$ cat config.mk
export PLATFORM = sky130hd
export DESIGN_NAME = exu_cal_mc
export DESIGN_NICKNAME = d
export VERILOG_FILES = /design/src/rtl/exu_cal_mc.sv
export SDC_FILE = /design/constraint.sdc
export NUM_CORES = 1
export LEC_CHECK = 0
export CORE_MARGIN = 8
export CORE_UTILIZATION = 35
export CTS_BUF_LIST = sky130_fd_sc_hd__clkbuf_16
export DETAILED_ROUTE_END_ITERATION = 10
export GPL_TIMING_DRIVEN = 0
export PLACE_DENSITY_LB_ADDON = 0.05
export SYNTH_ARGS = -nofsm -noshare
export SYNTH_HDL_FRONTEND = slang
export SYNTH_SLANG_ARGS = --single-unit
$ cat constraint.sdc
create_clock -name clk -period 7.6 [get_ports clk]
set_input_delay 2.28 -clock clk [delete_from_list [all_inputs] [get_ports clk]]
set_output_delay 2.28 -clock clk [all_outputs]
set_load 0.005 [all_outputs]
$ cat src/rtl/exu_cal_mc.sv
// Multi-cycle ALU between execute issue and writeback: single-cycle arithmetic/logic/compare,
// iterative shifts of SHIFT_STEP bits per cycle, registered result behind a valid/ready handshake.
module exu_cal_mc #(
  parameter int unsigned XLEN       = 32,
  parameter int unsigned SHIFT_STEP = 4
) (
  input  logic            clk,
  input  logic            rst_n,
  input  logic            hs_ex4cal_val,
  output logic            hs_cal4ex_rdy,
  input  logic [9:0]      i_op,
  input  logic [XLEN-1:0] i_opn1,
  input  logic [XLEN-1:0] i_opn2,
  output logic            hs_cal4wb_val,
  input  logic            hs_wb4cal_rdy,
  output logic [XLEN-1:0] res
);

  localparam int unsigned SW   = $clog2(XLEN);
  localparam logic [SW:0] STEP = (SW+1)'(SHIFT_STEP);

  typedef enum logic [1:0] {IDLE, SHIFT, DONE} state_e;
  typedef enum logic [1:0] {SH_LL, SH_RL, SH_RA} shkind_e;

  state_e          state_q, state_d;
  shkind_e         kind_q, kind_d;
  logic [XLEN-1:0] res_q, res_d;
  logic [SW-1:0]   cnt_q, cnt_d;

  logic            accept;
  logic [XLEN:0]   sub_s, sub_u;
  logic [SW-1:0]   shamt;
  logic [XLEN-1:0] ld_res;
  logic            ld_is_sh;
  shkind_e         ld_kind;
  logic [SW:0]     k;
  logic [XLEN-1:0] sh_res;

  assign hs_cal4ex_rdy = (state_q == IDLE) | ((state_q == DONE) & hs_wb4cal_rdy);
  assign hs_cal4wb_val = (state_q == DONE);
  assign res           = res_q;
  assign accept        = hs_ex4cal_val & hs_cal4ex_rdy;
  assign shamt         = i_opn2[SW-1:0];

  // Result of a freshly accepted request; shifts only preload the operand here.
  always_comb begin
    sub_s    = {i_opn1[XLEN-1], i_opn1} - {i_opn2[XLEN-1], i_opn2};
    sub_u    = {1'b0, i_opn1} - {1'b0, i_opn2};
    ld_res   = '0;
    ld_is_sh = 1'b0;
    ld_kind  = SH_LL;
    if ($onehot(i_op)) begin
      case (1'b1)
        i_op[0]: ld_res = i_opn1 + i_opn2;
        i_op[1]: ld_res = i_opn1 - i_opn2;
        i_op[2]: begin ld_res = i_opn1; ld_is_sh = 1'b1; ld_kind = SH_LL; end
        i_op[3]: begin ld_res = i_opn1; ld_is_sh = 1'b1; ld_kind = SH_RL; end
        i_op[4]: begin ld_res = i_opn1; ld_is_sh = 1'b1; ld_kind = SH_RA; end
        i_op[5]: ld_res = i_opn1 ^ i_opn2;
        i_op[6]: ld_res = i_opn1 | i_opn2;
        i_op[7]: ld_res = i_opn1 & i_opn2;
        i_op[8]: ld_res = {{(XLEN-1){1'b0}}, sub_s[XLEN]};
        i_op[9]: ld_res = {{(XLEN-1){1'b0}}, sub_u[XLEN]};
        default: ld_res = '0;
      endcase
    end
  end

  // One iterative shift step of min(SHIFT_STEP, remaining) bits.
  always_comb begin
    k = ({1'b0, cnt_q} < STEP) ? {1'b0, cnt_q} : STEP;
    case (kind_q)
      SH_LL:   sh_res = res_q << k;
      SH_RL:   sh_res = res_q >> k;
      SH_RA:   sh_res = $signed(res_q) >>> k;
      default: sh_res = res_q;
    endcase
  end

  always_comb begin
    state_d = state_q;
    res_d   = res_q;
    cnt_d   = cnt_q;
    kind_d  = kind_q;
    case (state_q)
      IDLE, DONE: begin
        // A DONE handshake with a simultaneous accept loads the new op with no bubble.
        if (accept) begin
          res_d  = ld_res;
          kind_d = ld_kind;
          if (ld_is_sh) cnt_d = shamt;
          state_d = (ld_is_sh && (shamt != '0)) ? SHIFT : DONE;
        end else if (state_q == DONE && hs_wb4cal_rdy) begin
          state_d = IDLE;
        end
      end
      SHIFT: begin
        res_d = sh_res;
        cnt_d = cnt_q - k[SW-1:0];
        if (cnt_q == k[SW-1:0]) state_d = DONE;
      end
      default: state_d = IDLE;
    endcase
  end

  always_ff @(posedge clk) begin
    if (!rst_n) begin
      state_q <= IDLE;
      kind_q  <= SH_LL;
      res_q   <= '0;
      cnt_q   <= '0;
    end else begin
      state_q <= state_d;
      kind_q  <= kind_d;
      res_q   <= res_d;
      cnt_q   <= cnt_d;
    end
  end

endmodule

==> summary.txt <==
Finish
  – Final cell count without fillers: ~2000
  – Area Growth Syn to Fin: 16.7%
  – Area of the multi-input gates: around 0.0085 mm2
  – ANT cells: 0
  – Final #Nets: about 1800
  – Ratio of cells with drive above 1 in the final layout: between 5 and 6%
  – Fillers: approximately 3100
  – Register area: roughly 800 um2

Worst setup path
  – Crit Path Class: in2reg
  – Setup crit start kind: input port
  – Worst-path maximum fanout: 10
  – R2R Setup Slk: ~3.9 ns
  – FF-to-FF path depth: 11
  – Critical Path AT: around 7.7 ns
  – CP Capture Type: register
  – Reg2reg start: cnt_q[3]$_SDFFE_PN0P_
  – WP data required: 7.83 ns
  – Reg-to-Reg End: res[24]$_SDFFE_PN0P_

Yosys
  – Post-Synthesis Cells: about 1500
  – Synth Warn #: 0
  – Sequential-to-total area share from yosys stat: ~8.0%
  – Post-synth top area share: between 10% and 20%
  – EDFF count, synth: 0
  – Synth area leader: ha_1
  – Post-synth ARST share: 0%
  – Cell Area, Synth: roughly 0.010 mm2
  – Synth top area cells: ha_1 13%, dfxtp_1 8.0%, a21oi_1 7.5%, mux4_2 6.4%, o21ai_0 6.1%
  – Synth cell types: 87
  – Post-synth top flop: dfxtp_1
  – #FFs+latches synth: 41
  – Net Count, Synth: around 1700
  – Mean Syn Cell Area: a little under 7 um2

Status
  – Failing checks: max-capacitance violations, max-slew violations
  – Status: complete, but fails checks

Die
  – Die ar.: 0.0351 mm2
  – Core area: around 0.029 mm2
  – Row cnt: 62
  – Die width: 187 um
  – Die Ht: roughly 190 um
  – Initial Utilization: a little over a third
  – I/O Pins: about 110

Power
  – Power, Total: 1.47 mW
  – Sw Ratio: around half
  – Maximum vdd drop: 0.0000739 V
  – Sw Pwr: ~0.75 mW
  – P_leak: between 4 and 5 nW
  – Sequential power share: a little under a fifth
  – Logic gate share of total power: approximately 66%
  – PwrDens: 123 mW/mm2
  – Power Internal: ~0.72 mW
  – Part of the power in the clock network: between 10 and 15%

Clock tree
  – Clock-pin slew on the worst setup and hold paths: 0.07 ns
  – Total CTS buffers: 5
  – Post-CTS Setup Bufs: 0
  – CTS tree: yes
  – Root Buffer: clkbuf_16
  – CTS resizes: 0
  – Hold buffer count at cts: 0
  – Max H-tree Level: 2
  – Clk_lat worst skew: around 0.3 ns
  – CTS sink cnt: approximately 40
  – Clock buffer depth: 2

Drt
  – Routed Antenna Nets: 0
  – Final WL: ~53000 um
  – Avg WL per Cell: 26.5 um
  – DRC viols: 0
  – Via/cell ratio: 6.21
  – Initial DRC Count: around 1200
  – Pre-Repair DR Iteration Count: 5
  – Overall via count from detail_route: roughly 12000

STA
  – Setup_tns: 0 ns
  – Final Slew Violations: 10
  – Final WS setup: about 0.16 ns
  – Clk_skew: between 0.01 and 0.015 ns
  – Final Critical Period: ~7.4 ns
  – Setup-failing EPs final: 0
  – Final Hold Viols: 0
  – RSZ-0062 raised after global routing: no
  – Maximum clock frequency: ~130 MHz
  – Period utilisation layout: a little under 100%
  – WHS: 0.494 ns
  – Tightest Pin Transition: about 1.6 ns
  – Slew HR: -4.24%

Worst hold path
  – Hold path startpoint: kind_q[0]$_SDFFE_PN0P_
  – Hold endpoint: kind_q[0]$_SDFFE_PN0P_
  – Worst hold path type: reg2reg
  – Worst Hold Depth: 2

Placed design
  – Number of port buffers: 110
  – Detailed placement HPWL: 41600 um
  – Pre-CTS setup slack: -0.0300 ns
  – GP Congestion: around 0.97
  – Cell Count Post-Placement: between 1500 and 2000

Global routing
  – Largest net degree at the start of global routing: 13
  – First-pass GRT wire length: roughly 80000 um
  – Gr usage total: between 20% and 30%
  – Vias in the first global route: roughly 12000
  – Initial antenna violation count: 0
  – Total gr overflow: 0

Job
  – Max Cap Viol: 1
==> power groups by stage <==
| stage | clock [mW] | sequential [mW] | combinational [mW] |
|---|---|---|---|
| 2_1_floorplan | 0 | 0.268 | 0.586 |
| 3_3_place_gp | 0 | 0.285 | 0.948 |
| 3_5_place_dp | 0 | 0.285 | 0.947 |
| 4_1_cts | 0.218 | 0.280 | 0.951 |
| 5_1_grt | 0.226 | 0.286 | 1.04 |
| 6_report | 0.216 | 0.283 | 0.972 |
==> critical path: stages <==
cell and delay [ns]:
clkdlybuf4s50_1 0.55, fa_1 0.55, fa_1 0.51, inv_1 0.05
fa_1 0.42, inv_1 0.06, ha_1 0.16, inv_1 0.06
fa_1 0.37, a2111oi_0 0.31, o211ai_1 0.22, nand2b_1 0.22
clkbuf_1 0.34, nor2_1 0.70, a221oi_1 0.20, a21oi_1 0.38
o221a_2 0.28
==> layer usage <==
layer | vias to the layer above | wire, um | global-route usage (%)
met5 | - | 0 | 0
met4 | 0 | 2570 | 13.3
met3 | 130 | 3610 | 2.39
met2 | 677 | 24300 | 47.4
met1 | 5957 | 22500 | 37.9
li1 | 5678 | - | -
==> kinds of logic after synthesis <==
group,Yosys count,synth area share (%)
buffers and inverters,240,9.55
adder cells (fa/ha/maj),111,14.1
other,2,0.0731
XOR/XNOR,29,2.47
AND/OR/NAND/NOR,458,20.6
AO/OA/AOI/OAI,550,34.6
multiplexers,72,10.6
flip-flops,41,7.99
==> state kept, by name (all words and copies together) (netlist names) <==
| register | flops |
|---|---|
| state_q | 2 |
| cnt_q | 5 |
| kind_q | 2 |
| res | 32 |
==> how the worst max path moves through the flow <==
stage	cells past startpoint	endpoint	slack, ns	start
after floorplan	16	res[22]$_SDFFE_PN0P_	1.69	i_op[0]
final	17	res[22]$_SDFFE_PN0P_	0.16	i_op[0]
after global placement	15	res[20]$_SDFFE_PN0P_	-0.01	i_op[6]
after detailed placement	16	res[22]$_SDFFE_PN0P_	-0.03	i_op[6]
after CTS	16	res[22]$_SDFFE_PN0P_	0.27	i_op[6]
after global routing	17	res[22]$_SDFFE_PN0P_	0.05	i_op[0]
==> cells in the final DEF, fill, tap and decap left out, drive strengths merged, types with 8 or more instances in the layout <==
| cell type | synthesis | final |
|---|---|---|
| and2 | 16 | 16 |
| nand2b | 17 | 17 |
| o211ai | 16 | 16 |
| mux4 | 29 | 29 |
| a31oi | 29 | 29 |
| nor3 | 34 | 34 |
| a21oi | 154 | 154 |
| and3 | 8 | 8 |
| o31ai | 10 | 10 |
| dfxtp | 41 | 41 |
| nand4 | 11 | 11 |
| nor2b | 18 | 18 |
| mux2i | 41 | 41 |
| a21boi | 13 | 13 |
| buf | 38 | 38 |
| a21o | 18 | 18 |
| nand2 | 152 | 152 |
| o21ai | 127 | 127 |
| o22ai | 21 | 21 |
| clkbuf | 81 | 85 |
| a221oi | 17 | 17 |
| clkdlybuf4s50 | 0 | 110 |
| a211oi | 52 | 52 |
| or3 | 10 | 10 |
| inv | 119 | 119 |
| nor4 | 14 | 14 |
| nand3 | 26 | 26 |
| fa | 8 | 8 |
| xnor2 | 23 | 23 |
| o21bai | 12 | 12 |
| ha | 103 | 103 |
| nor2 | 131 | 131 |
==> cell usage after synthesis (all sizes together) (21+ instances only) <==
library cell and n:
a21oi 154, nand2 152, nor2 131, o21ai 127, inv 119, ha 103
clkbuf 81, a211oi 52, dfxtp 41, mux2i 41, buf 38, nor3 34
a31oi 29, mux4 29, nand3 26, xnor2 23, o22ai 21
==> through the flow <==
step	cell area (um2)	utilization [%]
after floorplan	10300	-
after global placement	11900	41.2
after detailed placement	11900	41.2
after CTS	12000	41.7
after global routing	12000	41.6
final	12000	41.6
==> area by class of cell <==
| class | instances | area share [%] |
|---|---|---|
| Tap cell | 384 | 4.01 |
| Clock buffer | 5 | 1.04 |
| Clock inverter | 2 | 0.0940 |
| Multi-Input combinational cell | 1222 | 70.7 |
| Sequential cell | 41 | 6.85 |
| Buffer | 118 | 4.36 |
| Inverter | 121 | 3.79 |
| Timing Repair Buffer | 110 | 9.19 |
Power figures use the tool's default switching activity.
==> variant, RTL diff (same settings) <==
Re-encode `state_e` (3 states) as one-hot, 3 bits wide.
--- a/src/rtl/exu_cal_mc.sv
+++ b/src/rtl/exu_cal_mc.sv
@@ -20,5 +20,5 @@
   localparam logic [SW:0] STEP = (SW+1)'(SHIFT_STEP);
 
-  typedef enum logic [1:0] {IDLE, SHIFT, DONE} state_e;
+  typedef enum logic [2:0] {IDLE = 3'b001, SHIFT = 3'b010, DONE = 3'b100} state_e;
   typedef enum logic [1:0] {SH_LL, SH_RL, SH_RA} shkind_e;
 
Behaviour: same outputs for any inputs over 4 cycles, from zero or initial values and one cycle with rst_n low; so few cycles prove little.
==> variant against the original RTL <==
Setup slack improved by 0.11 ns; utilization shrank 0.16 points; critical endpoint is now res[18]; global-route usage is 1.0 points lower; combinational power is 14% higher; clock skew decreased by 0.0075 ns; sequential power up 12%; synthesized cell count unchanged; design area shrank 1.2%; total power rose by 13%; wire length is 7.1% lower; highest routed layer is now met5; area after synthesis fell by 1.5%; sequential cell count is 1 higher.
==> variant: results (changes against the original RTL) <==
- Period minus WS final: 7.34 ns (-0.107 ns)
- P_leak: 4.57 nW (-5.9%)
- First-pass GRT wire length: 74000 um (-5.5%)
- Worst Reg-to-Reg Cells: 13 (+2)
- Drt first-iter violations: 1477 (+27%)
- Critical Path End: res[18]
- DP HPWL: 39000 um (-6.2%)
- Worst Hold Class: reg -> reg
- Post-synthesis sequential area ratio: 0.0831 (+0.00319)
- Global Route Usage Sum: 0.279 (-0.0102)
- Commonest cells post-synth: nand2_1 (146), nor2_1 (143), a21oi_1 (140)
- Pre-CTS setup slack: -0.130 ns (-0.100 ns)
- Synth Area in Compound Gates: 0.357 (+0.0111)
- R2R Setup Slk: 3.92 ns (about the same)
- Max-slew headroom: 0.0812 (+0.124)
- Worst R2R Start: cnt_q[2]
- Async S/R FF share, synth: 0 (unchanged)
- Vias in the first global route: 11876 (-0.56%)
- Multiplexer area fraction after synthesis: 0.0800 (-0.0257)
- RR Endpoint: cnt_q[4]
- Core Util, Final: 0.415 (-0.00160)
- Post-DP Area: 11700 um2 (-1.3%)
- Via Count: 12543 (+0.81%)
- Hold path startpoint: kind_q[1]
- Largest net degree at the start of global routing: 14 (+1)
- Slowest CP cell: clkdlybuf4s50_1
- Top post-synthesis cells by area: ha_1 (13%), dfxtp_1 (8.3%), a21oi_1 (6.9%)
- Synthesized area per cell: 6.73 um2 (-1.5%)
- Sw frac: 0.516 (+0.00735)
- Post-Synth Adder-Cell Area: 0.142 (+0.000909)
- First drt pass iteration count: 6 (+1)
- GP Congestion: 1.01 (+3.7%)
- Layout cells sized above 1: 0.0407 (-0.0143)
- Max Clock Skew: 0.00283 ns (-0.00748 ns)
- Via density: 6.26 (+0.71%)
- Post-Syn Nets: 1691 (-0.059%)
- DR WL/cell: 24.6 um (-7.2%)
- Synth Area in XOR/XNOR: 0.0338 (+0.00903)
- Max rail drop VDD: 0.0956 mV (+29%)
- Clk Latency, worst-skew pair: 0.30 ns (about the same)
- Critical Path Source: i_op[7]
- CP arrival: 7.49 ns (-0.19 ns)
- Netlist cell types: 91 (+4.6%)
- Status: complete, no violations
## variant: area by class of cell
cell class / instances / area (um2)
Inverter: 119 / 447
Buffer: 123 / 485
Sequential cell: 42 / 841
Clock inverter: 3 / 17.5
Clock buffer: 5 / 125
Multi-Input combinational cell: 1219 / 8340
Timing Repair Buffer: 110 / 1100
Tap cell: 384 / 480
Fill cell: 3140 / 16700
## variant: kinds of logic (layout without fill, tap and decap cells)
group	after synthesis	count (layout)
AOI/OAI and AO/OA	549	549
and+or+nand+nor	465	465
adders and majority gates	110	110
DFF	42	42
xor gates and xnor gates	39	39
buffers and inverters	242	360
muxes	55	55
other	1	1
## variant: layer usage
layer | share of wire | vias to the layer above | track usage
met1 | 0.43 | 5994 | 0.376
met5 | 0.00026 | - | 0
met4 | 0.036 | 2 | 0.104
li1 | - | 5710 | -
met2 | 0.45 | 719 | 0.448
met3 | 0.088 | 118 | 0.0344
## variant: worst min-delay path, stage by stage, from the launching register on
cell and delay [ns]:
dfxtp_1 0.33, nand2_1 0.06, a21oi_1 0.05
## variant: how the worst min path moves through the flow
stage | end | slack (ns) | cells after the start
after floorplan | kind_q[1] | 0.45 | 2
after global placement | kind_q[1] | 0.47 | 2
after detailed placement | kind_q[1] | 0.47 | 2
after CTS | kind_q[1] | 0.48 | 2
after global routing | kind_q[1] | 0.51 | 2
final | kind_q[1] | 0.49 | 2
## variant: power by group through the flow
stage / Sequential (mW) / Clock, mW / Combinational [mW]
after floorplan: 0.296 / 0 / 0.680
after global placement: 0.319 / 0 / 1.08
after detailed placement: 0.318 / 0 / 1.08
after CTS: 0.313 / 0.229 / 1.09
after global routing: 0.321 / 0.237 / 1.20
final: 0.317 / 0.230 / 1.11
